<file path="src/rtl/axis_extremum_pkg.sv">
// Shared types and constants for the extremum-finder scheduler and its range decider.
package axis_extremum_pkg;

    typedef enum logic [2:0] {
        IDLE    = 3'd0,
        ARM     = 3'd1,
        MEASURE = 3'd2,
        EVAL    = 3'd3,
        SETTLE  = 3'd4
    } sched_state_t;

    localparam int         LOG_COUNT_W  = 5;
    localparam logic [2:0] SHIFT_MAX    = 3'd7;
    localparam int         WATCHDOG_PAD = 16;
    localparam int         WATCHDOG_W   = 34;

    // Cycles a window may take before the finder is considered stuck: 2^(cfg+1) + pad.
    function automatic logic [WATCHDOG_W-1:0] watchdog_limit(input logic [LOG_COUNT_W-1:0] cfg);
        logic [5:0] exp_bits;
        exp_bits = {1'b0, cfg} + 6'd1;
        return (WATCHDOG_W'(1) << exp_bits) + WATCHDOG_W'(WATCHDOG_PAD);
    endfunction

endpackage

</file>
<file path="src/rtl/extremum_range_decider.sv">
// Combinational auto-range decision: saturating |min|/|max|, peak select, and a
// one-step shift adjustment against unsigned hi/lo thresholds.
module extremum_range_decider
    import axis_extremum_pkg::*;
#(
    parameter int W = 32
) (
    input  logic [W-1:0] ext_min,
    input  logic [W-1:0] ext_max,
    input  logic [W-1:0] thresh_hi,
    input  logic [W-1:0] thresh_lo,
    input  logic [2:0]   shift,
    output logic [2:0]   next_shift
);

    // The most negative value has no positive twin; clamp it to the most positive.
    function automatic logic [W-1:0] sat_abs(input logic [W-1:0] x);
        if (x == {1'b1, {(W-1){1'b0}}})
            return {1'b0, {(W-1){1'b1}}};
        else if (x[W-1])
            return -x;
        else
            return x;
    endfunction

    logic [W-1:0] abs_min;
    logic [W-1:0] abs_max;
    logic [W-1:0] peak;

    assign abs_min = sat_abs(ext_min);
    assign abs_max = sat_abs(ext_max);
    assign peak    = (abs_min > abs_max) ? abs_min : abs_max;

    always_comb begin
        next_shift = shift;
        if (peak > thresh_hi && shift < SHIFT_MAX)
            next_shift = shift + 3'd1;
        else if (peak < thresh_lo && shift != 3'd0)
            next_shift = shift - 3'd1;
    end

endmodule

</file>
<file path="src/rtl/axis_extremum_scheduler.sv">
// Arms extremum-finder windows, captures each min/max result and, when built with
// EXTREMUM_AUTO_RANGE_EN, steps the finder shift from the observed peak.
module axis_extremum_scheduler
    import axis_extremum_pkg::*;
#(
    parameter int AXIS_TDATA_WIDTH = 32,
    parameter int SETTLE_WIDTH     = 16
) (
    input  logic                        aclk,
    input  logic                        aresetn,
    input  logic                        enable,
    input  logic [4:0]                  log_count_cfg,
    input  logic [2:0]                  shift_cfg,
    input  logic [AXIS_TDATA_WIDTH-1:0] thresh_hi,
    input  logic [AXIS_TDATA_WIDTH-1:0] thresh_lo,
    input  logic [SETTLE_WIDTH-1:0]     settle_cycles,
    input  logic [AXIS_TDATA_WIDTH-1:0] ext_min,
    input  logic [AXIS_TDATA_WIDTH-1:0] ext_max,
    input  logic                        ext_valid,
    output logic [4:0]                  log_count,
    output logic [2:0]                  shift,
    output logic [AXIS_TDATA_WIDTH-1:0] min_out,
    output logic [AXIS_TDATA_WIDTH-1:0] max_out,
    output logic [2:0]                  result_shift,
    output logic                        result_valid,
    output logic [15:0]                 window_count,
    output logic                        busy,
    output logic                        timeout_flag,
    output logic [2:0]                  fsm_state
);

    // Handshake: ext_valid is a single-cycle strobe with no back-pressure; it is
    // accepted only in MEASURE while enable is high, and result_valid answers it
    // one cycle later as a single-cycle strobe alongside the captured data.

    sched_state_t            state_q;
    sched_state_t            state_nx;
    logic [LOG_COUNT_W-1:0]  cfg_q;
    logic [WATCHDOG_W-1:0]   wdog_q;
    logic                    capture;
    logic                    timeout;
    logic                    shift_change;
    logic                    settle_done;
    logic [2:0]              next_shift;

`ifdef EXTREMUM_AUTO_RANGE_EN
    logic [AXIS_TDATA_WIDTH-1:0] thresh_hi_q;
    logic [AXIS_TDATA_WIDTH-1:0] thresh_lo_q;
    logic [SETTLE_WIDTH-1:0]     settle_q;
    logic [SETTLE_WIDTH-1:0]     settle_cnt_q;

    extremum_range_decider #(
        .W (AXIS_TDATA_WIDTH)
    ) u_decider (
        .ext_min    (min_out),
        .ext_max    (max_out),
        .thresh_hi  (thresh_hi_q),
        .thresh_lo  (thresh_lo_q),
        .shift      (shift),
        .next_shift (next_shift)
    );

    assign shift_change = (next_shift != shift);
    assign settle_done  = (settle_cnt_q == settle_q);

    always_ff @(posedge aclk or negedge aresetn) begin
        if (!aresetn) begin
            thresh_hi_q  <= '0;
            thresh_lo_q  <= '0;
            settle_q     <= '0;
            settle_cnt_q <= '0;
        end else begin
            if (state_q == ARM) begin
                thresh_hi_q <= thresh_hi;
                thresh_lo_q <= thresh_lo;
                settle_q    <= settle_cycles;
            end
            settle_cnt_q <= (state_q == SETTLE) ? settle_cnt_q + 1'b1 : '0;
        end
    end
`else
    logic unused_cfg;
    assign unused_cfg   = ^{thresh_hi, thresh_lo, settle_cycles};
    assign next_shift   = shift;
    assign shift_change = 1'b0;
    assign settle_done  = 1'b1;
`endif

    always_comb begin
        state_nx  = state_q;
        log_count = '0;
        capture   = 1'b0;
        timeout   = 1'b0;
        case (state_q)
            IDLE: begin
                if (log_count_cfg != '0)
                    state_nx = ARM;
            end
            ARM: begin
                log_count = log_count_cfg;
                state_nx  = (log_count_cfg != '0) ? MEASURE : IDLE;
            end
            MEASURE: begin
                log_count = cfg_q;
                if (ext_valid) begin
                    capture  = 1'b1;
                    state_nx = EVAL;
                end else if (wdog_q == watchdog_limit(cfg_q) - WATCHDOG_W'(1)) begin
                    // Zero for one cycle so the finder restarts from scratch.
                    timeout   = 1'b1;
                    log_count = '0;
                    state_nx  = ARM;
                end
            end
            EVAL: begin
                log_count = cfg_q;
                state_nx  = shift_change ? SETTLE : MEASURE;
            end
            SETTLE: begin
                if (settle_done)
                    state_nx = ARM;
            end
            default: state_nx = IDLE;
        endcase
        if (!enable) begin
            state_nx  = IDLE;
            log_count = '0;
            capture   = 1'b0;
            timeout   = 1'b0;
        end
    end

    always_ff @(posedge aclk or negedge aresetn) begin
        if (!aresetn) begin
            state_q      <= IDLE;
            cfg_q        <= '0;
            shift        <= '0;
            wdog_q       <= '0;
            min_out      <= '0;
            max_out      <= '0;
            result_shift <= '0;
            result_valid <= 1'b0;
            window_count <= '0;
            timeout_flag <= 1'b0;
        end else begin
            state_q      <= state_nx;
            result_valid <= capture;
            if (state_q == ARM)
                cfg_q <= log_count_cfg;
            if (state_q == IDLE && state_nx == ARM)
                shift <= shift_cfg;
            else if (state_q == EVAL && state_nx == SETTLE)
                shift <= next_shift;
            // Restarted for every window, including back-to-back ones after EVAL.
            wdog_q <= (state_q == MEASURE) ? wdog_q + 1'b1 : '0;
            if (timeout)
                timeout_flag <= 1'b1;
            if (capture) begin
                min_out      <= ext_min;
                max_out      <= ext_max;
                result_shift <= shift;
                window_count <= window_count + 16'd1;
            end
        end
    end

    assign busy      = (state_q != IDLE);
    assign fsm_state = state_q;

endmodule
</file>
<file path="config.mk">
export PLATFORM = sky130hd
export DESIGN_NAME = axis_extremum_scheduler
export DESIGN_NICKNAME = d
export VERILOG_FILES = /design/src/rtl/axis_extremum_pkg.sv /design/src/rtl/extremum_range_decider.sv /design/src/rtl/axis_extremum_scheduler.sv
export SDC_FILE = /design/constraint.sdc
export NUM_CORES = 1
export LEC_CHECK = 0
export CAP_MARGIN = 20
export CORE_MARGIN = 4
export CORE_UTILIZATION = 44
export CTS_CLUSTER_SIZE = 12
export DETAILED_ROUTE_END_ITERATION = 16
export PLACE_DENSITY = 0.87
export SKIP_LAST_GASP = 1
export SLEW_MARGIN = 20
export SYNTH_ARGS = -nofsm -noshare
export SYNTH_HDL_FRONTEND = slang
export SYNTH_HIERARCHICAL = 1
export SYNTH_SLANG_ARGS = --single-unit
</file>
<file path="constraint.sdc">
create_clock -name aclk -period 4.2 [get_ports aclk]
set_input_delay 0.84 -clock aclk [delete_from_list [all_inputs] [get_ports aclk]]
set_output_delay 0.84 -clock aclk [all_outputs]
set_load 0.01 [all_outputs]
</file>
Word-level counts from Yosys, hierarchy flattened --
Cells that the tools add are included.
Storage, ports and cells: register bits 130, latch bits 0, RAM bits 0, ROM bits 0, logic and storage cells 44, memories kept 0
Cells by class: $add $sub $neg 5, multiply operators 0, div/mod/pow operators 0, $lt $le $gt $ge 0, eq/ne operators 6, shift-type cells 1, multiplexer cells 18, bitwise operators 0, reduce and logical (&&, ||, !) cells 4
Operators by type and width (number):
- 34-bit by 1-bit adder with 34-bit output, second input constant | 1
- 34-bit by 6-bit adder with 34-bit output, second input constant | 1
- 34-bit == test | 1
- 34-bit two-way mux | 1
- 1-bit by 6-bit left shift with 34-bit output, first input constant | 1
- 34-bit by 1-bit subtractor with 34-bit output, second input constant | 1
- 16-bit by 1-bit adder with 16-bit output, second input constant | 1
- 5-bit two-way mux | 3
- 3-bit case mux with 5 select lines | 1
- 5-bit case mux with 3 select lines | 1
- 3-bit two-way mux | 4
- 1-bit two-way mux | 7
- 5-bit by 1-bit adder with 6-bit output, second input constant | 1
- 3-bit by 1-bit == test with 1-bit output, second input constant | 2
- 3-bit by 2-bit == test with 1-bit output, second input constant | 2
- 5-bit nonzero test | 1
- 3-bit == test, second input constant | 1
- 3-bit logical NOT | 1
- 3-bit nonzero test | 1
- 2-bit two-way mux | 1
- 1-bit logical AND | 1

Logic depth before layout (Yosys ltp) --
depth in word-level cells 11, gate-level depth with buffers 11

Worst setup path after synthesis --
No wires, ideal clock.
kind register to output, start point register cfg_q[0], end point output port log_count[0], arrival time 2.434 ns, path slack 0.926 ns, cell stages (with the launch flop) 12, cell sequence dfrtp_1 buf_2 buf_2 nor3_1 nand2_1 ha_1 xor2_1 o2111ai_1 nor4_1 nand4_1 nor4_4 o21ai_1
Between the ends: cells in the longest elaborated chain, start to end 9
RTL lines:
- from (decl) | line axis_extremum_scheduler.sv:38 | logic [LOG_COUNT_W-1:0] cfg_q;
- from (signal assigned) | line axis_extremum_scheduler.sv:149 | cfg_q <= log_count_cfg;
- 5-bit by 1-bit adder with 6-bit output | line axis_extremum_pkg.sv:20 | exp_bits = {1'b0, cfg} + 6'd1;
- 1-bit by 6-bit left shift with 34-bit output | line axis_extremum_pkg.sv:21 | return (WATCHDOG_W'(1) << exp_bits) + WATCHDOG_W'(WATCHDOG_PAD);
- 34-bit by 6-bit adder with 34-bit output | line axis_extremum_pkg.sv:21
- 34-bit by 1-bit subtractor with 34-bit output | line axis_extremum_scheduler.sv:108 | end else if (wdog_q == watchdog_limit(cfg_q) - WATCHDOG_W'(1)) begin
- 34-bit == test | line axis_extremum_scheduler.sv:108
- 5-bit two-way mux | line axis_extremum_scheduler.sv:108
- 5-bit two-way mux | line axis_extremum_scheduler.sv:105 | if (ext_valid) begin
- 5-bit case mux with 3 select lines (*) | line axis_extremum_scheduler.sv:94 | case (state_q)
- 5-bit two-way mux (*) | line axis_extremum_scheduler.sv:125 | if (!enable) begin
- to (decl) | line axis_extremum_scheduler.sv:20 | output logic [4:0] log_count,
Every way passes the cells marked *; elsewhere a longest branch is shown, timed or not.

Worst setup path after layout --
start point register cfg_q[4], end point output port log_count[1]
Between the ends: cells in the longest elaborated chain, start to end 9
RTL lines (line):
- 5-bit by 1-bit adder with 6-bit output | axis_extremum_pkg.sv:20
- 1-bit by 6-bit left shift with 34-bit output | axis_extremum_pkg.sv:21
- 34-bit by 6-bit adder with 34-bit output | axis_extremum_pkg.sv:21
- 34-bit by 1-bit subtractor with 34-bit output | axis_extremum_scheduler.sv:108
- 34-bit == test | axis_extremum_scheduler.sv:108
- 5-bit two-way mux | axis_extremum_scheduler.sv:108
- 5-bit two-way mux | axis_extremum_scheduler.sv:105
- 5-bit case mux with 3 select lines | axis_extremum_scheduler.sv:94
- 5-bit two-way mux | axis_extremum_scheduler.sv:125
Every way passes these cells.

==> metrics.csv <==
metric;value;unit
Starting Density;45.0;%
VDD IR max;293;µV
Finished Cell Area;0.00904;mm²
Diodes inserted;0;
share of the synthesized area in the top cell type;49.7;%
global-route wire length before repair;29.1;mm
Worst Tran Pin Value;0.990;ns
commonest non-fill, non-tap cells in the layout;248 x nand2_1, 168 x clkdlybuf4s50_1, 130 x dfrtp_1;
Root Driver;clkbuf_16;
Critical Path RT;3.36;ns
H-tree depth;4;
total CTS buffers;17;
CP startpoint kind;flop;
RSZ-0062 raised after global routing;yes;
Clk pwr share;37.3;%
I/O Pins;253;
TritonCTS clock tree;done;
area grow syn2layout;38.1;%
vias per inst;5.29;
DR DRC count;0;
register area share after synthesis;49.7;%
GP Congestion;0.941;
Clock transition at path regs;0.06;ns
DR WL/cell;16.7;µm
Pre-Repair DR Iteration Count;8;
initial antenna violation count;0;
number of nets in the layout;1061;
die height;130;µm
clk sinks;130;
Total Power;0.00398;W
Leak;4.06;nW
largest fanout on the critical path;4;
Iter 0 DRT Violations;437;
Post-Syn Instances;738;
Die Wd;130;µm
Post-synth top flop;dfrtp_1;
max_slew headroom;34.0;%
share of power burned in registers;37.6;%
DP HPWL;12.9;mm
input/output buffers;172;
share of cells above drive strength 1;8.85;%
critical path type;reg2out;
Post-synth EDFFs;0;
Comb pwr share;25.1;%
Post-DRT Antenna Nets;0;
Arr. time, crit path;3.34;ns
Pwr Density;441;mW/mm²
post-layout util;62.2;%
commonest non-fill, non-tap cell in the layout;nand2_1;
Ys Warns;6;
Final period util;99.5;%
Setup-failing EPs final;0;
maxcap violations;0;
clk_lat worst skew;0.41;ns
core box area;0.0145;mm²
Layout Skew;0.00992;ns
internal power;0.00280;W
Yosys reg bits;130;
Max Slew Vio Count;0;
crit end category;output pin;
Hold Path Class;reg2reg;
GRT Residual Overflow;0;
row count;44;
vias in the first global route;5710;
switching fraction of total power;29.6;%
die area;0.0169;mm²
Syn Std Cell Area;0.00655;mm²
ys async rst share;100;%
post-route minimum period;4.18;ns
Net Sw Power;0.00118;W
Yosys cell types;71;
clk buf depth;2;
area leader, netlist;dfrtp_1;
Post-Syn Nets;897;
cells taking the most area after synthesis;dfrtp_1 50%, nand2_1 14%, xnor2_1 4.1%;
largest net degree at the start of global routing;108;
final hold viol count;0;
FMAX;239;MHz
syn_area_per_cell;8.87;µm²
area post-placement;0.00839;mm²
status;complete, no violations;
total track usage;21.9;%
cts-stage hold buffer count;0;
Filler Cell Count;1200;
Via Count;5810;
final WL;18.3;mm
## state kept, by name, summed over array words and instances, names as in the netlist, 3 cells and up
register,flops
cfg_q,5
fsm_state,3
max_out,32
min_out,32
result_shift,3
shift,3
wdog_q,34
window_count,16
## area by class of cell
cell class | count | area, µm² | share of cell area, %
Clock buffer | 19 | 453 | 5.01
Clock inverter | 13 | 149 | 1.65
Inverter | 15 | 56.3 | 0.623
Multi-Input combinational cell | 554 | 3080 | 34.0
Sequential cell | 130 | 3250 | 36.0
Tap cell | 184 | 230 | 2.55
Timing Repair Buffer | 184 | 1820 | 20.2
## cell usage after synthesis (all sizes together) (2+ instances only)
library cell  count
nor3b             8
o211ai            2
a21oi            11
nand4            16
or4               3
nor4             10
inv              15
nor2b             4
mux2              7
buf              22
o2111ai           2
xnor2            31
and4              2
nand3            27
dfrtp           130
nand3b            7
conb              2
nor2             52
or2               3
nor3             15
nand2b            8
o21ai            16
clkbuf           17
nor4bb            3
xor2             17
a211oi            2
mux2i             6
nand2           248
or3               6
or3b              3
a31oi             4
o32ai             2
o31ai             6
and3              9
and2              4
ha                3
## power by group through the flow
stage	registers [W]	logic, W	clock network [W]
after detailed placement	0.00151	0.000977	0
after CTS	0.00150	0.000992	0.00151
after global routing	0.00151	0.00108	0.00157
final	0.00150	0.00100	0.00149
after global placement	0.00150	0.000958	0
after floorplan	0.00156	0.000439	0
## metal layers
metal  GRT usage [%]  up-vias  routed length (µm)
li1                -     2784                   -
met1            27.4     2752                7420
met2            34.6      236                8740
met3            8.19       38                1610
met4            8.92        0                 557
met5               0        -                   0
## kinds of logic (layout without fill, tap and decap cells)
kind of cell	after synthesis	after routing	share of synthesized area (%)
buffers and inverters	54	231	3.88
muxes	13	13	2.12
AOI/OAI and AO/OA	58	58	6.13
xor gates and xnor gates	48	48	6.42
DFF	130	130	49.7
other	2	2	0.115
adders and majority gates	3	3	0.573
and+or+nand+nor	430	430	31.1
## critical path, cell delays in order, from the launching register on
cell and delay (ns):
dfrtp_1 0.39, nor3_2 0.24, nand2_1 0.10, ha_1 0.29, xor2_1 0.22, o2111ai_2 0.23, nor4_2 0.28, nand4_1 0.20
nor4_4 0.36, o21ai_1 0.12, clkdlybuf4s50_1 0.48
## repair_timing
action | 4_1_cts | 5_1_grt
gates resized for setup | 5 | 7
pin swaps | 4 | 5
endpoints found under the setup margin | 5 | 5
gates cloned | 0 | 0
setup buffers | 0 | 1
## per-stage QoR
stage | setup TNS (ns) | std cells | setup slack (ns) | hold slack [ns]
floorplan | 0 | 738 | 0.926 | 0.474
global placement | 0 | 1066 | 0.387 | 0.457
detailed placement | 0 | 1066 | 0.370 | 0.461
CTS | 0 | 1098 | 0.00208 | 0.477
global route | -0.276 | 1099 | -0.152 | 0.482
finish | 0 | 1099 | 0.0221 | 0.471
## final timing paths
| kind | slack, ns | cells after the start | to | startpoint |
|---|---|---|---|---|
| max in group asynchronous | 2.85 | 2 | max_out[20] | aresetn |
| worst min register to register | 0.47 | 2 | min_out[9] | min_out[9] |
| worst max-delay path | 0.02 | 10 | log_count[1] | cfg_q[4] |
| min in group asynchronous | 0.51 | 1 | wdog_q[25] | aresetn |
| worst min-delay path | 0.47 | 2 | min_out[9] | min_out[9] |
| worst max register to register | 1.59 | 9 | fsm_state[1] | cfg_q[4] |
(Power assumes the default switching activity.)
